--- src/rtl/pipe_field_scroller_if.sv ---
// Game-control and pixel-query bundle between the pipe field and its neighbours.
// The master side (tick generator / pixel mux) drives the requests; the slave side is the pipe field.
interface pipe_field_scroller_if;
  logic       game_tick;
  logic       start;
  logic       halt;
  logic [9:0] pixel_x;
  logic [9:0] pixel_y;
  logic       pipe_on;
  logic       pipe_lower;
  logic [13:0] rom_addr;
  logic       score_pulse;
  logic       running;

  modport master (
    output game_tick, start, halt, pixel_x, pixel_y,
    input  pipe_on, pipe_lower, rom_addr, score_pulse, running
  );

  modport slave (
    input  game_tick, start, halt, pixel_x, pixel_y,
    output pipe_on, pipe_lower, rom_addr, score_pulse, running
  );
endinterface

--- src/rtl/pipe_field_scroller.sv ---
// Pipe field for Flappy Bird: scrolls/respawns NUM_PIPES pipe pairs and answers pixel queries.
// Define PIPE_RANDOM_GAP_EN for LFSR gap heights; otherwise a +37 respawn counter sets them.
module pipe_field_scroller #(
  parameter int NUM_PIPES      = 3,
  parameter int PIPE_W         = 41,
  parameter int IMG_H          = 253,
  parameter int GAP            = 70,
  parameter int GAP_MIN        = 60,
  parameter int GAP_RANGE_LOG2 = 7,
  parameter int MAX_Y          = 426,
  parameter int SCREEN_W       = 640,
  parameter int SPACING        = 240,
  parameter int SPEED          = 2,
  parameter int BIRD_X         = 200
) (
  input  logic                 system_clk,
  input  logic                 reset,
  pipe_field_scroller_if.slave bus
);
  localparam int RANGE = 1 << GAP_RANGE_LOG2;
  localparam int CW    = GAP_RANGE_LOG2;

  typedef enum logic [1:0] {S_IDLE, S_RUN, S_HALT} state_t;

  state_t      state_q, state_d;
  logic        running_q;
  logic [10:0] pos_q [NUM_PIPES];
  logic [10:0] pos_d [NUM_PIPES];
  logic [8:0]  gap_q [NUM_PIPES];
  logic [8:0]  gap_d [NUM_PIPES];
  logic        score_q, score_d;
  logic        on_q, on_d, lower_q, lower_d;
  logic [13:0] addr_q, addr_d;
  logic [11:0] px_w, py_w, col_w, top_w, d_w;
  logic        hit_u, hit_l;
`ifdef PIPE_RANDOM_GAP_EN
  logic [9:0]  lfsr_q;
`else
  logic [CW-1:0] cnt_q, cnt_d, acc;
`endif

  function automatic logic [10:0] init_pos(input int i);
    return 11'(SCREEN_W + PIPE_W + i * SPACING);
  endfunction

  function automatic logic [8:0] init_gap(input int i);
    return 9'(GAP_MIN + ((i * (RANGE / 4)) % RANGE));
  endfunction

  function automatic logic [13:0] sat_depth(input logic [11:0] d);
    if (d > 12'(IMG_H - 1)) return 14'(IMG_H - 1);
    return 14'(d);
  endfunction

  // Control / motion next state
  always_comb begin
    state_d = state_q;
    score_d = 1'b0;
`ifndef PIPE_RANDOM_GAP_EN
    cnt_d = cnt_q;
    acc   = cnt_q;
`endif
    for (int i = 0; i < NUM_PIPES; i++) begin
      pos_d[i] = pos_q[i];
      gap_d[i] = gap_q[i];
    end
    case (state_q)
      S_IDLE: if (bus.start) state_d = S_RUN;
      S_RUN: begin
        if (bus.halt) begin
          state_d = S_HALT;
        end else if (bus.game_tick) begin
          for (int i = 0; i < NUM_PIPES; i++) begin
            if (pos_q[i] > 11'(BIRD_X) && (pos_q[i] - 11'(SPEED)) <= 11'(BIRD_X))
              score_d = 1'b1;
            if (pos_q[i] <= 11'(SPEED)) begin
              pos_d[i] = pos_q[i] - 11'(SPEED) + 11'(NUM_PIPES * SPACING);
`ifdef PIPE_RANDOM_GAP_EN
              gap_d[i] = 9'(GAP_MIN) + 9'(lfsr_q[CW-1:0]);
`else
              acc      = acc + CW'(37);
              gap_d[i] = 9'(GAP_MIN) + 9'(acc);
`endif
            end else begin
              pos_d[i] = pos_q[i] - 11'(SPEED);
            end
          end
`ifndef PIPE_RANDOM_GAP_EN
          cnt_d = acc;
`endif
        end
      end
      S_HALT: begin
        if (bus.start) begin
          state_d = S_IDLE;
`ifndef PIPE_RANDOM_GAP_EN
          cnt_d = '0;
`endif
          for (int i = 0; i < NUM_PIPES; i++) begin
            pos_d[i] = init_pos(i);
            gap_d[i] = init_gap(i);
          end
        end
      end
      default: state_d = S_IDLE;
    endcase
  end

  // Pixel query: first pipe whose column and vertical band both match
  always_comb begin
    on_d    = 1'b0;
    lower_d = 1'b0;
    addr_d  = '0;
    px_w    = {2'b00, bus.pixel_x};
    py_w    = {2'b00, bus.pixel_y};
    col_w   = '0;
    top_w   = '0;
    d_w     = '0;
    hit_u   = 1'b0;
    hit_l   = 1'b0;
    for (int i = 0; i < NUM_PIPES; i++) begin
      if (!on_d && (px_w + 12'(PIPE_W)) >= {1'b0, pos_q[i]} && px_w < {1'b0, pos_q[i]}) begin
        col_w = px_w + 12'(PIPE_W) - {1'b0, pos_q[i]};
        top_w = {3'b000, gap_q[i]};
        hit_u = py_w < top_w;
        hit_l = !hit_u && py_w >= (top_w + 12'(GAP)) && py_w < 12'(MAX_Y);
        d_w   = hit_u ? (top_w - 12'd1 - py_w) : (py_w - top_w - 12'(GAP));
        if (hit_u || hit_l) begin
          on_d    = 1'b1;
          lower_d = hit_l;
          addr_d  = 14'(col_w) + 14'(PIPE_W) * (14'(IMG_H - 1) - sat_depth(d_w));
        end
      end
    end
  end

  always_ff @(posedge system_clk) begin
    if (reset) begin
      state_q   <= S_IDLE;
      running_q <= 1'b0;
      score_q   <= 1'b0;
      on_q      <= 1'b0;
      lower_q   <= 1'b0;
      addr_q    <= '0;
`ifndef PIPE_RANDOM_GAP_EN
      cnt_q     <= '0;
`endif
      for (int i = 0; i < NUM_PIPES; i++) begin
        pos_q[i] <= init_pos(i);
        gap_q[i] <= init_gap(i);
      end
    end else begin
      state_q   <= state_d;
      running_q <= (state_d == S_RUN);
      score_q   <= score_d;
      on_q      <= on_d;
      lower_q   <= lower_d;
      addr_q    <= addr_d;
`ifndef PIPE_RANDOM_GAP_EN
      cnt_q     <= cnt_d;
`endif
      for (int i = 0; i < NUM_PIPES; i++) begin
        pos_q[i] <= pos_d[i];
        gap_q[i] <= gap_d[i];
      end
    end
  end

`ifdef PIPE_RANDOM_GAP_EN
  // Fibonacci LFSR, taps 10 and 7; seeded nonzero so it never locks up
  always_ff @(posedge system_clk) begin
    if (reset) lfsr_q <= 10'h001;
    else       lfsr_q <= {lfsr_q[8:0], lfsr_q[9] ^ lfsr_q[6]};
  end
`endif

  assign bus.pipe_on     = on_q;
  assign bus.pipe_lower  = lower_q;
  assign bus.rom_addr    = addr_q;
  assign bus.score_pulse = score_q;
  assign bus.running     = running_q;
endmodule

--- src/flat_wrapper.sv ---
// flat-port wrapper written by rule: the top's interface ports become plain ports
module pipe_field_scroller_flat 
#(
  parameter int NUM_PIPES      = 3,
  parameter int PIPE_W         = 41,
  parameter int IMG_H          = 253,
  parameter int GAP            = 70,
  parameter int GAP_MIN        = 60,
  parameter int GAP_RANGE_LOG2 = 7,
  parameter int MAX_Y          = 426,
  parameter int SCREEN_W       = 640,
  parameter int SPACING        = 240,
  parameter int SPEED          = 2,
  parameter int BIRD_X         = 200
)
  (system_clk, reset, bus_game_tick, bus_start, bus_halt, bus_pixel_x, bus_pixel_y, bus_pipe_on, bus_pipe_lower, bus_rom_addr, bus_score_pulse, bus_running);
  pipe_field_scroller_if bus_i ();
  input  logic system_clk;
  input  logic reset;
  input wire logic [$bits(bus_i.game_tick)-1:0] bus_game_tick;
  input wire logic [$bits(bus_i.start)-1:0] bus_start;
  input wire logic [$bits(bus_i.halt)-1:0] bus_halt;
  input wire logic [$bits(bus_i.pixel_x)-1:0] bus_pixel_x;
  input wire logic [$bits(bus_i.pixel_y)-1:0] bus_pixel_y;
  output wire logic [$bits(bus_i.pipe_on)-1:0] bus_pipe_on;
  output wire logic [$bits(bus_i.pipe_lower)-1:0] bus_pipe_lower;
  output wire logic [$bits(bus_i.rom_addr)-1:0] bus_rom_addr;
  output wire logic [$bits(bus_i.score_pulse)-1:0] bus_score_pulse;
  output wire logic [$bits(bus_i.running)-1:0] bus_running;
  assign bus_i.game_tick = bus_game_tick;
  assign bus_i.start = bus_start;
  assign bus_i.halt = bus_halt;
  assign bus_i.pixel_x = bus_pixel_x;
  assign bus_i.pixel_y = bus_pixel_y;
  assign bus_pipe_on = bus_i.pipe_on;
  assign bus_pipe_lower = bus_i.pipe_lower;
  assign bus_rom_addr = bus_i.rom_addr;
  assign bus_score_pulse = bus_i.score_pulse;
  assign bus_running = bus_i.running;
  pipe_field_scroller #(.NUM_PIPES(NUM_PIPES), .PIPE_W(PIPE_W), .IMG_H(IMG_H), .GAP(GAP), .GAP_MIN(GAP_MIN), .GAP_RANGE_LOG2(GAP_RANGE_LOG2), .MAX_Y(MAX_Y), .SCREEN_W(SCREEN_W), .SPACING(SPACING), .SPEED(SPEED), .BIRD_X(BIRD_X)) u_core (.system_clk(system_clk), .reset(reset), .bus(bus_i));
endmodule
--- config.mk ---
export PLATFORM = sky130hd
export DESIGN_NAME = pipe_field_scroller_flat
export DESIGN_NICKNAME = d
export VERILOG_FILES = /design/src/rtl/pipe_field_scroller_if.sv /design/src/rtl/pipe_field_scroller.sv /design/src/flat_wrapper.sv
export SDC_FILE = /design/constraint.sdc
export NUM_CORES = 1
export LEC_CHECK = 0
export ABC_AREA = 1
export BUFFER_PORTS_ARGS = -buffer_cell sky130_fd_sc_hd__buf_2
export CAP_MARGIN = 25
export CORE_MARGIN = 2
export CORE_UTILIZATION = 71
export DETAILED_ROUTE_END_ITERATION = 8
export GPL_TIMING_DRIVEN = 0
export PLACE_DENSITY = 0.95
export SETUP_SLACK_MARGIN = 0.02
export SYNTH_ARGS = -nofsm -noshare
export SYNTH_HDL_FRONTEND = slang
export SYNTH_SLANG_ARGS = --single-unit
--- constraint.sdc ---
create_clock -name system_clk -period 14.3 [get_ports system_clk]
set_clock_uncertainty 0.1 [all_clocks]
set_input_delay 2.86 -clock system_clk [delete_from_list [all_inputs] [get_ports system_clk]]
set_output_delay 2.86 -clock system_clk [all_outputs]
set_load 0.005 [all_outputs]
Yosys cells after proc, flatten, opt, wreduce, memory -nomap -nowiden
Memories as Yosys holds them, arrays and structs flattened.
Cells that the tools add are included.
{ "word_totals": {"ff_bits": 27, "ramBits": 60, "input_bits": 25, "out_inout_bits": 18, "word_cells": 199, "mem_count": 2} }
{ "op_classes": {"add_sub_neg": 37, "n_mul": 3, "magnitude_cmp": 25, "n_eq_ne": 6, "mux": 85, "bitwise_logic": 8, "n_reduce_logical": 26} }
{ "mem_list": {"columns": ["memory", "words", "word_bits", "read_ports", "rd_ports_with_merged_regs", "write_ports", "line_no", "source"], "rows": [
  ["u_core.pos_q", 3, 11, 3, 0, 3, "pipe_field_scroller.sv:27", "logic [10:0] pos_q [NUM_PIPES];"],
  ["u_core.gap_q", 3, 9, 3, 0, 3, "pipe_field_scroller.sv:29", "logic [8:0] gap_q [NUM_PIPES];"]
]} }
{ "ops": {"columns": ["cell", "n"], "rows": [
  ["$mux W14", 18],
  ["$mux W33", 3],
  ["$mux W7", 12],
  ["$mux W27", 3],
  ["$mux W11", 6],
  ["$pmux W33 S2", 1],
  ["$mux W9", 6],
  ["$pmux W27 S2", 1],
  ["$add A12 B14 Y14", 3],
  ["$mul A6 B14 Y14 const A", 3],
  ["$sub A8 B14 Y14 const A", 3],
  ["$ge A10 B12 Y1", 3],
  ["$ge A12 B11 Y1", 3],
  ["$gt A12 B8 Y1 const B", 3],
  ["$mux W12", 3],
  ["$sub A12 B10 Y12", 3],
  ["$sub A12 B11 Y12", 3],
  ["$sub A12 B7 Y12 const B", 3],
  ["$add A11 B10 Y11 const B", 3],
  ["$gt A11 B8 Y1 const B", 3],
  ["$le A11 B2 Y1 const B", 3],
  ["$le A11 B8 Y1 const B", 3],
  ["$lt A10 B11 Y1", 3],
  ["$sub A10 B9 Y11", 3],
  ["24 further kinds", 92]
]} }

Depth between registers and ports, before layout
An unclocked memory read counts as a cell.
{ "logic_depth": {"depth_word": 24, "mapped_depth": 50, "depth_no_buf": 50} }

Least setup slack after synthesis
OpenSTA, ideal clock, no wires.
{ "synth_timing": {"path_kind": "in2reg", "start": "input port bus_pixel_y[0]", "end": "register u_core.addr_q[12], in the netlist u_core.bus.rom_addr[12]", "setup_ps": 70, "t_arrival_ps": 8822, "required_time_ps": 14130, "slack_ps": 5308, "cell_stages": 41, "n_path_buf": 0, "cell_sequence": "inv_1 ha_1 fa_1 nand3b_1 nand2_1 nand2_1 nand2_1 a21oi_1 xnor2_1 nand2_1 nand2_1 nand2_1 nand2_1 nand3_1 nand2_2 nand2_1 nor2_1 inv_1 [5 not listed] fa_1 inv_1 ha_1 inv_1 fa_1 inv_1 ha_1 nand2_1 nor3_1 a21oi_1 o21ai_0 nand2_1 nand2_1 a21oi_1 or2_2 a21oi_1 a21oi_1 a21oi_1"} }
{ "synth_between": {"elab_chain_len": 19, "elab_cells_between_ends": 77, "cone_classes": "add/sub: 15; mul: 3; order compare: 10; mux: 31; reduce/logical: 18"} }
{ "synth_lines": {"columns": ["item", "line_no", "source"], "rows": [
  ["from (decl)", "flat_wrapper.sv:24", "input wire logic [$bits(bus_i.pixel_y)-1:0] bus_pixel_y;"],
  ["$sub A10 B9 Y11", "pipe_field_scroller.sv:127", "d_w = hit_u ? (top_w - 12'd1 - py_w) : (py_w - top_w - 12'(GAP));"],
  ["$sub A12 B7 Y12", "pipe_field_scroller.sv:127", null],
  ["$mux W12", "pipe_field_scroller.sv:127", null],
  ["$gt A12 B8 Y1", "pipe_field_scroller.sv:51", "if (d > 12'(IMG_H - 1)) return 14'(IMG_H - 1);"],
  ["$mux W1", "pipe_field_scroller.sv:51", null],
  ["$mux W1", "pipe_field_scroller.sv:128", "if (hit_u || hit_l) begin"],
  ["$mux W1", "pipe_field_scroller.sv:122", "if (!on_d && (px_w + 12'(PIPE_W)) >= {1'b0, pos_q[i]} && px_w < {1'b0, pos_q[i]}) begin"],
  ["$mux W14", "pipe_field_scroller.sv:52", "return 14'(d);"],
  ["[3 not listed]", null, null],
  ["$mul A6 B14 Y14", "pipe_field_scroller.sv:131", "addr_d = 14'(col_w) + 14'(PIPE_W) * (14'(IMG_H - 1) - sat_depth(d_w));"],
  ["$add A12 B14 Y14", "pipe_field_scroller.sv:131", null],
  ["$mux W14", "pipe_field_scroller.sv:128", null],
  ["$mux W14", "pipe_field_scroller.sv:122", null],
  ["$mux W14", "pipe_field_scroller.sv:128", null],
  ["$mux W14", "pipe_field_scroller.sv:122", null],
  ["$mux W14", "pipe_field_scroller.sv:128", null],
  ["$mux W14 *", "pipe_field_scroller.sv:122", null],
  ["to (signal assigned)", "pipe_field_scroller.sv:158", "addr_q <= addr_d;"],
  ["to (decl)", "pipe_field_scroller.sv:33", "logic [13:0] addr_q, addr_d;"]
]} }
Every way passes the cells marked *; elsewhere a longest branch is shown, timed or not. The select of a mux whose other input is x is not followed.
A chain may end at the register's enable or synchronous reset.

Worst setup path after layout
{ "layout_timing": {"start": "input port bus_pixel_y[1]", "end": "register u_core.addr_q[12], in the netlist u_core.bus.rom_addr[12]"} }
The elaborated chain is that of the path after synthesis.

==> flow_results.org <==
** Pwr
- Power density cells :: 142 nW/um^2
- Net switching fraction of the power :: 54.7%
- In this run, flip-flops and latches consume 10.3% of the power.
- Worst supply voltage drop on vdd :: 0.125 mV
- The internal portion of the total power is 0.00114 W.
- Portion of total power attributed to combinational logic :: 79.3%
- Summed over all nets, the switching power comes to 0.00138 W.
- In this run the static leakage power is 9.54 nW.
- Total power draw :: 0.00253 W
- Clk pwr share :: 10.5%

** Clock tree
- Clock buffer depth :: 2
- Source-to-sink clock delay at the later pin of the worst-skew pair :: 0.37 ns
- CTS sink count :: 82
- Master cell of the clock root buffer :: clkbuf_16
- After clock tree synthesis, the setup repair step added 0 buffers.
- Maximum level of the CTS H-tree :: 3
- TritonCTS built the clock tree.
- Reg clk slew, reported paths :: 0.07 ns
- Gates resized, CTS repair :: 0
- Hold repair after CTS inserted 0 buffers.
- Cts bufs inserted :: 9

** Yosys
- The synthesized design spends more area on one cell type than any other, namely ha_1.
- Netlist Area Pre-Place :: 16900 sq um
- Commonest cells in the netlist :: 533 x nand2_1, 476 x inv_1, 285 x ha_1, 188 x a21oi_1, 163 x nor2_1
- Cell count after synthesis :: 2558
- After synthesis, the cell types taking the most area are ha_1 21%, nand2_1 12%, inv_1 11%.
- Among all flip-flop cells after synthesis, the most frequent one is dfxtp_1.
- In this run, synthesis produced a sequential element count of 82.
- Sequential elements use 9.73% of the synthesized area.
- YS warnings :: 0
- Number of flops mapped to enable cells by yosys :: 0
- In the synthesized netlist the async set-or-reset flop fraction comes to 0%.
- A synthesized cell averages 6.60 sq um.
- Library cell with the highest instance count after synthesis :: nand2_1
- Summed over its instances, the top area cell type makes up 21.1% of the synthesized netlist area.
- Number of library cell types mapped by synthesis :: 66

** GRT
- Grt ovf :: 0
- Overall track demand over capacity in global routing :: 39.9%
- The number of antenna violations at the first check in global routing is 0.
- The first global-routing pass estimated 79.4 mm of wire.
- Entering global routing, the biggest net connects 16 pins.
- Via count of the first global-routing pass :: 16986

** Timing
- Count of endpoints failing hold in the final timing report :: 0
- Setup violations remaining at the end of the flow were counted as 0.
- Total Neg Setup Slack :: 0 ns
- The number of slew-limit violations in the final report came to 0.
- RSZ-0062 raised after global routing :: false
- Clock period minus worst slack :: 10.23 ns
- Worst slew pin tran :: 0.813 ns
- Max Freq :: 97.7 MHz
- In this run the tightest slew margin relative to its limit is 45.8%.
- The worst path uses 71.6% of the clock period.

** Drt
- DRC violations left :: 0
- Met2 Routed Length :: 22.3 mm
- Summed over all nets, wire length on met3 after detailed routing comes to 4.69 mm.
- The pre-antenna-repair detailed-routing pass consisted of 6 iterations.
- Routed signal wires occupy layers up through met4.
- Average wire per standard cell :: 16.8 microns
- Number of nets with antenna violations after detailed routing :: 0
- The routed layout has 17538 vias.
- The routed design has 49.4 mm of wire.
- For this block, wires on met1 add up to 19.2 mm.
- Number of violations reported at the end of detailed-routing iteration 0 :: 1710
- After detailed routing, the number of vias per cell comes to 5.97.

** Worst hold path
- Hold-critical path depth :: 2
- Worst min path class :: register to register
- The worst hold path begins at u_core.pos_q[0][10].
- Capture endpoint of the worst hold path :: u_core.pos_q[0][10]

** Floorplan
- Total Die Area :: 25000 sq um
- Y dimension of the die :: 158 microns
- After floorplanning, the core was sized to cover 23400 sq um.
- Row count :: 56
- 43 I/O pins were placed.
- Initial cell density of the core :: 72.1%
- Horizontal die dimension :: 158 microns

** Setup path
- Cell with the biggest individual delay on the critical path :: fa_1
- Counting stages on the worst path, the most repeated cell is nand2_1.
- Arrival time reported for the critical path endpoint :: 10.40 ns
- STA classifies the critical path endpoint as a register.
- The critical path contains buffers and inverters numbering 7 combined.
- Crit path launch type :: input port
- For the worst setup path, the data required time is 14.47 ns.
- Critical path type :: input port to register
- The worst register-to-register path begins at u_core.gap_q[0][19].
- Crit path max fanout :: 9
- FF-to-FF End :: u_core.bus.rom_addr[13]
- The largest single stage delay on the critical path is 0.57 ns.
- Largest delay share family, worst path :: adder cells
- Setup slack on the worst reg-to-reg path comes out at 5.77 ns.
- Depth of the most critical reg-to-reg path :: 43

** Placed design
- The HPWL after detailed placement is 39.7 mm.
- In this run the tool buffered the top-level ports with 40 buffer cells.
- At the end of routability-driven placement, the weighted congestion stood at 1.04.

** Final layout
- Layout Nets :: 2983
- Layout cell share with drive strength beyond 1 :: 6.64%
- Layout-stage area growth over the synthesis result :: 5.55%
- The repair_antennas step left the layout with diodes totalling 0.
- Fill cells :: 1807

** Outcome
- The flow ran to the end, and the final reports show no timing, DRC or antenna violations.

** Flow run
- MaxCap Viol Count :: 0
[metal layers]
layer,vias up,GRT usage (%)
li1,8421,-
met1,7927,48.6
met2,932,66.0
met3,258,6.90
met4,0,23.7
met5,-,0
[area by class of cell]
cell class,instances,area (sq um),area share [%]
Clock inverter,6,72.6,0.407
Tap cell,319,399,2.24
Timing Repair Buffer,40,200,1.12
Sequential cell,82,1640,9.22
Inverter,498,1880,10.5
Buffer,31,174,0.976
Clock buffer,10,239,1.34
Multi-Input combinational cell,1954,13200,74.2
[worst reg2reg max path, delay by kind of cell, from the launching register on]
family          cells  cell delay (ns)
compound gates     10             2.05
simple gates       12             1.81
flops               1             0.34
fa+ha+maj           8             2.57
xor+xnor            2             0.61
buf+inv            11             0.97
[through the flow]
step	hold WS [ns]	cells	setup WS, ns	util [%]	cell area, sq um
after floorplan	0.343	2565	5.31	-	16900
after global placement	0.357	2924	4.04	74.8	17500
after detailed placement	0.367	2924	3.85	74.8	17500
after CTS	0.381	2940	4.19	76.1	17800
after global routing	0.402	2940	3.30	76.1	17800
final	0.381	2940	4.07	76.1	17800
[power by group through the flow]
stage / registers, W / clock network, W / logic (W)
after floorplan: 0.000263 / 0 / 0.00149
after global placement: 0.000263 / 0 / 0.00183
after detailed placement: 0.000264 / 0 / 0.00192
after CTS: 0.000259 / 0.000264 / 0.00196
after global routing: 0.000262 / 0.000273 / 0.00226
final: 0.000260 / 0.000264 / 0.00200
[flip-flops by register name, indices dropped and copies added (netlist names)]
register / cells
u_core.bus.pipe_lower: 1
u_core.bus.pipe_on: 1
u_core.bus.rom_addr: 14
u_core.bus.running: 1
u_core.bus.score_pulse: 1
u_core.cnt_q: 7
u_core.gap_q: 24
u_core.pos_q: 31
u_core.state_q: 2
[worst max-delay path by stage]
stage / from / end / slack [ns] / cells past startpoint
2_1_floorplan: bus_pixel_y[0] / u_core.bus.rom_addr[12] / 5.31 / 41
3_3_place_gp: bus_pixel_y[1] / u_core.bus.rom_addr[12] / 4.04 / 41
3_5_place_dp: bus_pixel_y[1] / u_core.bus.rom_addr[12] / 3.85 / 41
4_1_cts: bus_pixel_y[1] / u_core.bus.rom_addr[12] / 4.19 / 41
5_1_grt: bus_pixel_y[1] / u_core.bus.rom_addr[12] / 3.30 / 41
6_report: bus_pixel_y[1] / u_core.bus.rom_addr[12] / 4.07 / 39
[cells in the final DEF, fill, tap and decap left out, drive strengths merged, types with 4 or more instances in the layout]
master	n
nor4	4
a31oi	13
nand4	51
dfxtp	82
o22ai	7
o31ai	5
nor3b	4
a22oi	6
nor3	41
inv	496
xnor2	36
clkinv	6
fa	57
nand3b	9
or2	13
o21a	5
o21ai	119
nor2	176
nand2	563
o21bai	12
buf	56
a21oi	193
nand3	168
ha	285
o211ai	21
clkbuf	25
conb	9
xor2	134
[cell families (layout without fill, tap and decap cells)]
group	Yosys count	count (layout)	synth area share, %
simple gates	1033	1033	27.6
buf+inv	529	585	12.2
compound gates	400	400	13.6
fa+ha+maj	342	342	27.9
xor+xnor	170	170	9.02
flops	82	82	9.73
other cells	2	9	0.0445
No activity file was read; power rests on OpenSTA's default activity.
